--- config.mk ---
export PLATFORM = sky130hd
export DESIGN_NAME = tx_upmix
export DESIGN_NICKNAME = d
export VERILOG_FILES = /design/src/rtl/tx_upmix.sv
export SDC_FILE = /design/constraint.sdc
export NUM_CORES = 1
export LEC_CHECK = 0
export BUFFER_PORTS_ARGS = -buffer_cell sky130_fd_sc_hd__buf_2
export CAP_MARGIN = 0
export CORE_ASPECT_RATIO = 0.75
export CORE_MARGIN = 2
export CORE_UTILIZATION = 41
export DETAILED_ROUTE_END_ITERATION = 8
export PLACE_DENSITY = 0.57
export RECOVER_POWER = 100
export SKIP_CTS_REPAIR_TIMING = 1
export SLEW_MARGIN = 10
export SYNTH_ARGS = -nofsm -noshare
export SYNTH_HDL_FRONTEND = slang
export SYNTH_SLANG_ARGS = --single-unit
--- constraint.sdc ---
create_clock -name clk -period 12.55 [get_ports clk]
set_clock_uncertainty 0.05 [all_clocks]
set_input_delay 1.255 -clock clk [delete_from_list [all_inputs] [get_ports clk]]
set_output_delay 1.255 -clock clk [all_outputs]
set_load 0.01 [all_outputs]
--- src/rtl/tx_upmix.sv ---
// rtl/tx_upmix.sv - transmit quadrature upconverter: sample FIFO, zero-order hold, I/Q mixer, DAC word
//
// Accepts baseband I/Q samples into a 4-deep FIFO, releases one every INTERP
// clocks into a hold register, mixes the held sample as I*cos - Q*sin against
// the NCO words and drives an offset-binary 8-bit DAC word.
//
// Ports:
//   clk          system clock, rising edge
//   reset        asynchronous active-high reset
//   enable       run (1) / mute (0); mute zeroes the held sample and the tick counter
//   clear_flags  synchronous clear of underrun (a same-cycle underrun wins)
//   in_valid     sample offered on i_in/q_in
//   in_ready     FIFO has room
//   i_in, q_in   signed 16-bit baseband sample
//   fsin, fcos   10-bit NCO words, only [9:2] used as signed 8-bit
//   dac_data     offset-binary DAC word
//   sample_tick  one-clock pulse after a FIFO entry is popped
//   underrun     sticky: a tick found the FIFO empty
module tx_upmix #(
    parameter int INTERP = 64,
    parameter int SHIFT  = 16
) (
    input  logic               clk,
    input  logic               reset,
    input  logic               enable,
    input  logic               clear_flags,
    input  logic               in_valid,
    output logic               in_ready,
    input  logic signed [15:0] i_in,
    input  logic signed [15:0] q_in,
    input  logic        [9:0]  fsin,
    input  logic        [9:0]  fcos,
    output logic        [7:0]  dac_data,
    output logic               sample_tick,
    output logic               underrun
);
    localparam int CW = $clog2(INTERP);

    logic signed [15:0] mem_i [4];
    logic signed [15:0] mem_q [4];
    logic        [1:0]  wr_ptr;
    logic        [1:0]  rd_ptr;
    logic        [2:0]  count;
    logic        [2:0]  count_next;
    logic        [CW-1:0] cnt;

    logic tick;
    logic empty;
    logic push;
    logic pop;

    logic signed [7:0]  c8_r;
    logic signed [7:0]  s8_r;
    logic signed [15:0] held_i;
    logic signed [15:0] held_q;
    logic signed [23:0] p_i;
    logic signed [23:0] p_q;
    logic signed [24:0] sum_r;
    logic signed [24:0] shifted;
    logic        [7:0]  sat;

    // The two NCO LSBs are dropped on purpose: the mixer runs on 8-bit trig words.
    logic unused_nco_lsbs;
    assign unused_nco_lsbs = ^{fsin[1:0], fcos[1:0]};

    assign tick  = enable && (cnt == CW'(INTERP - 1));
    assign empty = (count == 3'd0);
    assign push  = in_valid && in_ready;
    // Pop looks at the occupancy before this cycle's push, so a push into an
    // empty FIFO is not visible to a tick in the same cycle.
    assign pop   = tick && !empty;

    always_comb begin
        count_next = count;
        if (push && !pop) begin
            count_next = count + 3'd1;
        end else if (pop && !push) begin
            count_next = count - 3'd1;
        end
    end

    always_ff @(posedge clk) begin
        if (push) begin
            mem_i[wr_ptr] <= i_in;
            mem_q[wr_ptr] <= q_in;
        end
    end

    always_ff @(posedge clk or posedge reset) begin
        if (reset) begin
            wr_ptr      <= 2'd0;
            rd_ptr      <= 2'd0;
            count       <= 3'd0;
            in_ready    <= 1'b1;
            cnt         <= '0;
            sample_tick <= 1'b0;
            underrun    <= 1'b0;
        end else begin
            if (push) begin
                wr_ptr <= wr_ptr + 2'd1;
            end
            if (pop) begin
                rd_ptr <= rd_ptr + 2'd1;
            end
            count       <= count_next;
            in_ready    <= (count_next != 3'd4);
            sample_tick <= pop;
            if (!enable || tick) begin
                cnt <= '0;
            end else begin
                cnt <= cnt + 1'b1;
            end
            if (tick && empty) begin
                underrun <= 1'b1;
            end else if (clear_flags) begin
                underrun <= 1'b0;
            end
        end
    end

    // Four-stage datapath: hold/NCO capture, products, difference, DAC word.
    always_ff @(posedge clk or posedge reset) begin
        if (reset) begin
            c8_r     <= '0;
            s8_r     <= '0;
            held_i   <= '0;
            held_q   <= '0;
            p_i      <= '0;
            p_q      <= '0;
            sum_r    <= '0;
            dac_data <= 8'h80;
        end else begin
            c8_r <= fcos[9:2];
            s8_r <= fsin[9:2];
            if (!enable) begin
                held_i <= '0;
                held_q <= '0;
            end else if (tick) begin
                if (!empty) begin
                    held_i <= mem_i[rd_ptr];
                    held_q <= mem_q[rd_ptr];
                end else begin
                    held_i <= '0;
                    held_q <= '0;
                end
            end
            p_i      <= $signed({{8{held_i[15]}}, held_i}) * $signed({{16{c8_r[7]}}, c8_r});
            p_q      <= $signed({{8{held_q[15]}}, held_q}) * $signed({{16{s8_r[7]}}, s8_r});
            sum_r    <= $signed({p_i[23], p_i}) - $signed({p_q[23], p_q});
            // Offset binary: adding 128 to a two's complement byte flips its MSB.
            dac_data <= {~sat[7], sat[6:0]};
        end
    end

    always_comb begin
        shifted = sum_r >>> SHIFT;
        if (shifted > 25'sd127) begin
            sat = 8'h7F;
        end else if (shifted < -25'sd128) begin
            sat = 8'h80;
        end else begin
            sat = shifted[7:0];
        end
    end
endmodule

==> results of run 1 <==
-- worst max-delay path, delay by kind of cell --
kind	cells	cell delay, ns
buf+inv	3	4.62
-- layout make-up --
type                       count  area (um^2)  area share
multi-input combinational    937         9960       0.497
sequential                   257         7080       0.353
inverter                     296         1110      0.0555
clock buffer                  41          778      0.0388
tap                          586          733      0.0366
timing repair buffer          71          293      0.0146
clock inverter                 8         90.1     0.00449
antenna                        1         2.50    0.000125
-- cell families (layout without fill, tap and decap cells) --
group                      after synthesis  count (layout)  share of synthesized area
muxes                                   33              33                     0.0398
DFF                                    257             257                      0.385
buffers and inverters                  336             416                     0.0689
AOI/OAI and AO/OA                      146             146                     0.0585
and+or+nand+nor                        358             358                      0.106
other                                    0               1                          0
xor gates and xnor gates                64              64                     0.0305
adders and majority gates              336             336                      0.312
-- report_power, final --
part           internal, uW  switching, uW  total, uW
logic                  89.1            149        239
clock network           451            329        780
registers              1010           40.0       1050
total                  1550            519       2070
-- worst max path at each step --
stage               cells after the start  slack [ns]    start     endpoint
finish                                  3        6.11    reset  dac_data[5]
global route                            3        4.62    reset      p_i[16]
CTS                                    17        7.25  s8_r[7]      p_q[23]
detailed placement                     17        7.29  s8_r[7]      p_q[23]
global placement                       17        7.32  s8_r[7]      p_q[23]
floorplan                              17        7.79  c8_r[7]      p_i[23]
-- sequential cells by signal (all words and copies together) (netlist names) --
register / count
mem_q: 64
p_q: 24
dac_data: 8
cnt: 6
sample_tick: 1
count: 3
p_i: 24
rd_ptr: 2
c8_r: 8
held_i: 16
mem_i: 64
sum_r: 9
held_q: 16
s8_r: 8
in_ready: 1
underrun: 1
wr_ptr: 2
-- metal layers --
| metal | track usage | wire (um) | up-vias |
|---|---|---|---|
| met5 | 0 | 0 | - |
| met4 | 0.0240 | 448 | 0 |
| met3 | 0.0337 | 1720 | 34 |
| met2 | 0.243 | 15500 | 167 |
| met1 | 0.242 | 18000 | 5452 |
| li1 | - | - | 5034 |
-- synthesized netlist by cell type, types with 9 or more instances --
cell type / instances / share of area
a22o_1: 32 / 0.015
clkbuf_1: 32 / 0.0065
fa_1: 206 / 0.22
mux4_2: 32 / 0.039
a21oi_1: 35 / 0.0095
inv_1: 295 / 0.060
nor2b_1: 12 / 0.0041
nand2_1: 66 / 0.013
a21o_1: 17 / 0.0069
xor2_1: 19 / 0.0091
ha_1: 121 / 0.082
dfrtp_1: 127 / 0.17
maj3_1: 9 / 0.0049
and2_1: 180 / 0.061
o21ai_0: 21 / 0.0057
edfxtp_1: 128 / 0.21
and3_1: 9 / 0.0031
xnor2_1: 45 / 0.021
nor2_1: 53 / 0.011
nand2b_1: 14 / 0.0048
-- per-stage QoR --
stage / total power, uW / setup slack (ns) / area (um^2) / hold slack, ns
4_1_cts: 2110 / 7.25 / 20200 / 0.414
3_3_place_gp: 1310 / 7.32 / 19300 / 0.404
3_5_place_dp: 1320 / 7.29 / 19300 / 0.404
5_1_grt: 2180 / 4.62 / 20000 / 0.433
2_1_floorplan: 1220 / 7.79 / 18400 / 0.382
6_report: 2070 / 6.11 / 20000 / 0.412
-- layout by cell type, fill, tap and decap left out, types with 8 or more instances in the layout --
cell,instances
a21o_1,17
a21oi_1,36
a22o_1,32
a31oi_1,8
and2_0,12
and2_1,168
and3_1,9
buf_2,18
clkbuf_1,61
clkbuf_16,27
dfrtp_1,125
edfxtp_1,128
fa_1,206
ha_1,121
inv_1,294
maj3_1,9
mux4_2,32
nand2_1,66
nand2b_1,14
nor2_1,53
nor2b_1,11
o21ai_0,25
xnor2_1,45
xor2_1,19
==> metrics.txt, run 1 <==
Worst R2R Path Depth 16; Crit path required time 12.07 ns; die width 249 um; hpwl dp 26.7 mm; fin nets 1974; Hold Path Class register to register; nature of the critical path endpoint asynchronous set/reset pin; site row count 67; Non-Filler Instances 2197; worst hold stages 1; register area share after synthesis 0.385; gr ovfl total 0; die height 187 um; Skew-Pair Late Insertion Delay 0.56 ns; Area Overhead vs Synth 9.04%; WHS Endpoint cnt[0]; # DRC 0; vias in the first global route 11600; peak per-stage delay on the critical path 3.30 ns; CTS clk-pin slew, worst paths 0.06 ns; Die ar. 0.0466 mm^2; drt wl/cell 16.2 um; maximum clock rate 155 MHz; largest net degree at the start of global routing 86; VDD IR max 0.125 mV; Cell Count Post-Placement 2147; Fin. Hold Viols 0; Slew headroom -2.06; Vias per Instance 4.86; top_reg_cell synth edfxtp_1; DRT antenna net count 0; Worst Path Arrival 5.96 ns; Initial Util 0.414; share of synthesized flip-flops with an asynchronous set or reset 0.502; layout cells sized above 1 0.0627; Lkg Pwr 0.00917 uW; global-route wire length before repair 60.9 mm; TNS Setup 0 ns; MaxCap Viol Count 8; FILL cells 4136; Crit Reg-Reg Startpoint c8_r[2]; Critical Path, Cell by Cell buf_2, clkinvlp_2, clkbuf_1; crit path max fanout 85; Final setup viols 0; Max Root-Sink Buffers 3; CTS Root Cell clkbuf_16; Avg Inst Size Synth 12.0 um^2; critical path launch point type input pin; CTS sink cnt 257; Core Util, Final 0.451; post-synth cell types 58; failing checks max-capacitance violations, max-slew violations; Reg2Reg Setup Slack 6.79 ns; Global Route Usage Sum 0.160; Placer Congestion 0.808; minimum clock period 6.44 ns; CTS H-tree depth 1; Post-synth EDFFs 128; initial antenna violation count 0; Iter 0 DRT Violations 498; TritonCTS buffer count 27; DRT Wirelength 35.6 mm; number of I/O pins 68; Post-Synthesis Cells 1530; RSZ-0062 raised after global routing no; Worst Min Path Start cnt[0]; critical path class input pin to asynchronous set/reset pin; Final Cycle Share 0.513; syn_nets 1914; Vias 10700; Worst path slowest cell clkbuf_1; status complete, but fails checks; CTS tree built; 1st-pass router iterations 5; Slew Viols, Final 335; reg2reg end p_i[23]; Synth Warn # 0; FF+latch count, synth 257; CORE AREA 0.0444 mm^2; # port buffers 63; Worst-Margin Slew 4.59 ns; pwr dens 103 mW/mm^2; Mapped Area 0.0184 mm^2
Power figures use the tool's default switching activity.
==> inputs of run 2 (changes only) <==
--- a/config.mk
+++ b/config.mk
@@ -11,7 +11,7 @@
 export CORE_MARGIN = 2
 export CORE_UTILIZATION = 41
 export DETAILED_ROUTE_END_ITERATION = 8
-export PLACE_DENSITY = 0.57
+export PLACE_DENSITY = 0.59
 export RECOVER_POWER = 100
 export SKIP_CTS_REPAIR_TIMING = 1
 export SLEW_MARGIN = 10
==> constraint.sdc (replaced) <==
create_clock -name clk -period 5.4 [get_ports clk]
set_clock_uncertainty 0.05 [all_clocks]
set_input_delay 0.54 -clock clk [delete_from_list [all_inputs] [get_ports clk]]
set_output_delay 0.54 -clock clk [all_outputs]
set_load 0.01 [all_outputs]
==> run 2 against run 1 <==
  * The run still ends with max-capacitance violations, max-slew violations left
  * Routed wire length is 0.50% higher
  * Register-to-register slack lost 6.5 ns
  * Worst setup slack worse by 5.8 ns
  * Sequential share of layout area down 0.33 points
  * Clock-buffer cell count fell by 4
  * Global-route usage is 0.13 points higher
  * Clock power increased by 140%
  * First-iteration DRC count is 26% higher
  * Non-clock buffer count grew 15
  * Final cell count rose by 0.68%
  * Combinational power up 140%
  * Die area unchanged
  * Critical path type is now register to register
==> metrics.txt, run 2 (synthesis results as in run 1) <==
status complete, but fails checks; failing checks max-capacitance violations, max-slew violations; biggest regs mem_i (64), mem_q (64); Area Overhead vs Synth 10.1%; CTS H-tree depth 1 (unchanged); Slew Viols, Final 296 (-12%); Critical Path, Cell by Cell nand2_1, fa_1, fa_1, inv_1, fa_1, inv_1, fa_1, inv_1, ha_1, a21o_1, a21oi_4, a31oi_4, a311oi_4, nor3_2, a2111oi_2, xnor2_1; largest net degree at the start of global routing 94 (+9.3%); die height 187 um (unchanged); initial antenna violation count 0 (unchanged); MaxCap Viol Count 7 (-1); vias in the first global route 11700 (+0.63%); drt wl/cell 16.2 um (-0.18%); RSZ-0062 raised after global routing no; Slew headroom -1.45 (+0.616); Crit path required time 5.77 ns (-6.30 ns); CORE AREA 0.0444 mm^2 (unchanged); Vias 10700 (+0.27%); gr ovfl total 0 (unchanged); critical path launch point type register; VDD IR max 0.257 mV (+110%); Global Route Usage Sum 0.162 (+0.00133); nature of the critical path endpoint register; CTS tree built; Worst Path Arrival 5.45 ns (-0.51 ns); total chip power 4850 uW (+130%); die width 249 um (unchanged); Worst-Margin Slew 3.67 ns (-0.928 ns); Skew-Pair Late Insertion Delay 0.56 ns (about the same); Fin. Hold Viols 0 (unchanged); TritonCTS buffer count 27 (unchanged); DRT Wirelength 35.8 mm (+0.50%); hpwl dp 27.3 mm (+2.3%); Die ar. 0.0466 mm^2 (unchanged); CTS Root Cell clkbuf_16; fin nets 1989 (+0.76%); delay-heaviest family, CP adder cells; CTS clk-pin slew, worst paths 0.06 ns (about the same); Crit path top cell by count fa_1; commonest non-fill, non-tap cells in the layout 295 x inv_1, 206 x fa_1, 170 x and2_1; Lkg Pwr 0.00927 uW (+1.1%); Vias per Instance 4.84 (-0.41%); crit path max fanout 16 (-81%); commonest non-fill, non-tap cell in the layout inv_1; number of I/O pins 68 (unchanged); maximum clock rate 197 MHz; pwr dens 240 mW/mm^2 (+130%); Final setup viols 0 (unchanged); critical path class register to register; Inserted Diodes 0 (-1); TNS Setup 0 ns (unchanged); global-route wire length before repair 61.1 mm (+0.41%); Hold Path Class input pin to register; Placer Congestion 0.828 (+2.5%); Final Cycle Share 0.940; Initial Util 0.414 (unchanged); # DRC 0 (unchanged); CTS sink cnt 257 (unchanged); WP buf/inv 3 (unchanged); site row count 67 (unchanged); minimum clock period 5.08 ns; peak per-stage delay on the critical path 0.72 ns (-2.58 ns); Worst path slowest cell dfrtp_1; Iter 0 DRT Violations 629 (+26%); # port buffers 63 (unchanged); DRT antenna net count 0 (unchanged); layout cells sized above 1 0.0756 (+0.0129); 1st-pass router iterations 5 (unchanged); Max Root-Sink Buffers 3 (unchanged)
-- run 2: cell count changes in the layout (fill, tap and decap cells not counted), moves of 2 or more --
| cell | delta |
|---|---|
| and2_0 | -2 |
| buf_4 | +12 |
| clkbuf_1 | -3 |
| clkinv_1 | +4 |
| and2_1 | +2 |
| buf_2 | +2 |
| o21ai_0 | -2 |
| a311oi_1 | -2 |
-- run 2: power breakdown --
| group | leakage [uW] | internal (uW) | switching (uW) |
|---|---|---|---|
| combinational | 0.00604 | 211 | 354 |
| clock | 0.000435 | 1080 | 771 |
| sequential | 0.00279 | 2350 | 88.1 |
| total | 0.00927 | 3640 | 1210 |
-- run 2: path summary, 6_finish.rpt --
path	start	to	slack, ns	cells after the start
worst max register to register	c8_r[2]	p_i[23]	0.32	16
worst min-delay path	fsin[7]	s8_r[5]	0.03	1
worst max-delay path	c8_r[2]	p_i[23]	0.32	16
min in group asynchronous	reset	sample_tick	1.28	2
worst min register to register	cnt[0]	cnt[0]	0.42	1
max in group asynchronous	reset	p_i[4]	1.61	3
-- run 2: cell type report --
| cell class | instances | area [um^2] |
|---|---|---|
| fill | 4104 | 24200 |
| multi-input combinational | 937 | 10000 |
| sequential | 257 | 7080 |
| inverter | 296 | 1110 |
| clock buffer | 37 | 753 |
| tap | 586 | 733 |
| timing repair buffer | 86 | 398 |
| clock inverter | 13 | 138 |
-- run 2: metal layers --
metal  global-route usage  up-vias  share of wire
met1                0.246     5442           0.50
li1                     -     5068              -
met4               0.0233        0          0.013
met3               0.0266       31          0.047
met2                0.250      175           0.43
met5                    0        -              0
-- run 2: worst reg2reg max path: stages, from the launching register on --
cell and delay [ns]:
dfrtp_1 0.72, nand2_1 0.17, fa_1 0.53, fa_1 0.56, inv_1 0.05, fa_1 0.48
inv_1 0.05, fa_1 0.47, inv_1 0.04, ha_1 0.32, a21o_1 0.21, a21oi_4 0.18
a31oi_4 0.13, a311oi_4 0.44, nor3_2 0.10, a2111oi_2 0.33, xnor2_1 0.12
-- run 2: stage by stage --
step                      instance area (um^2)  utilization  instances  setup WS, ns  hold slack (ns)
after floorplan                          18400            -       1530         0.639            0.382
after global placement                   19500        0.438       2162         0.323            0.403
after detailed placement                 19500        0.438       2162         0.345            0.418
after CTS                                20300        0.458       2212         0.299          0.00690
after global routing                     20200        0.455       2212        0.0113          0.00854
final                                    20200        0.455       2212         0.325           0.0344
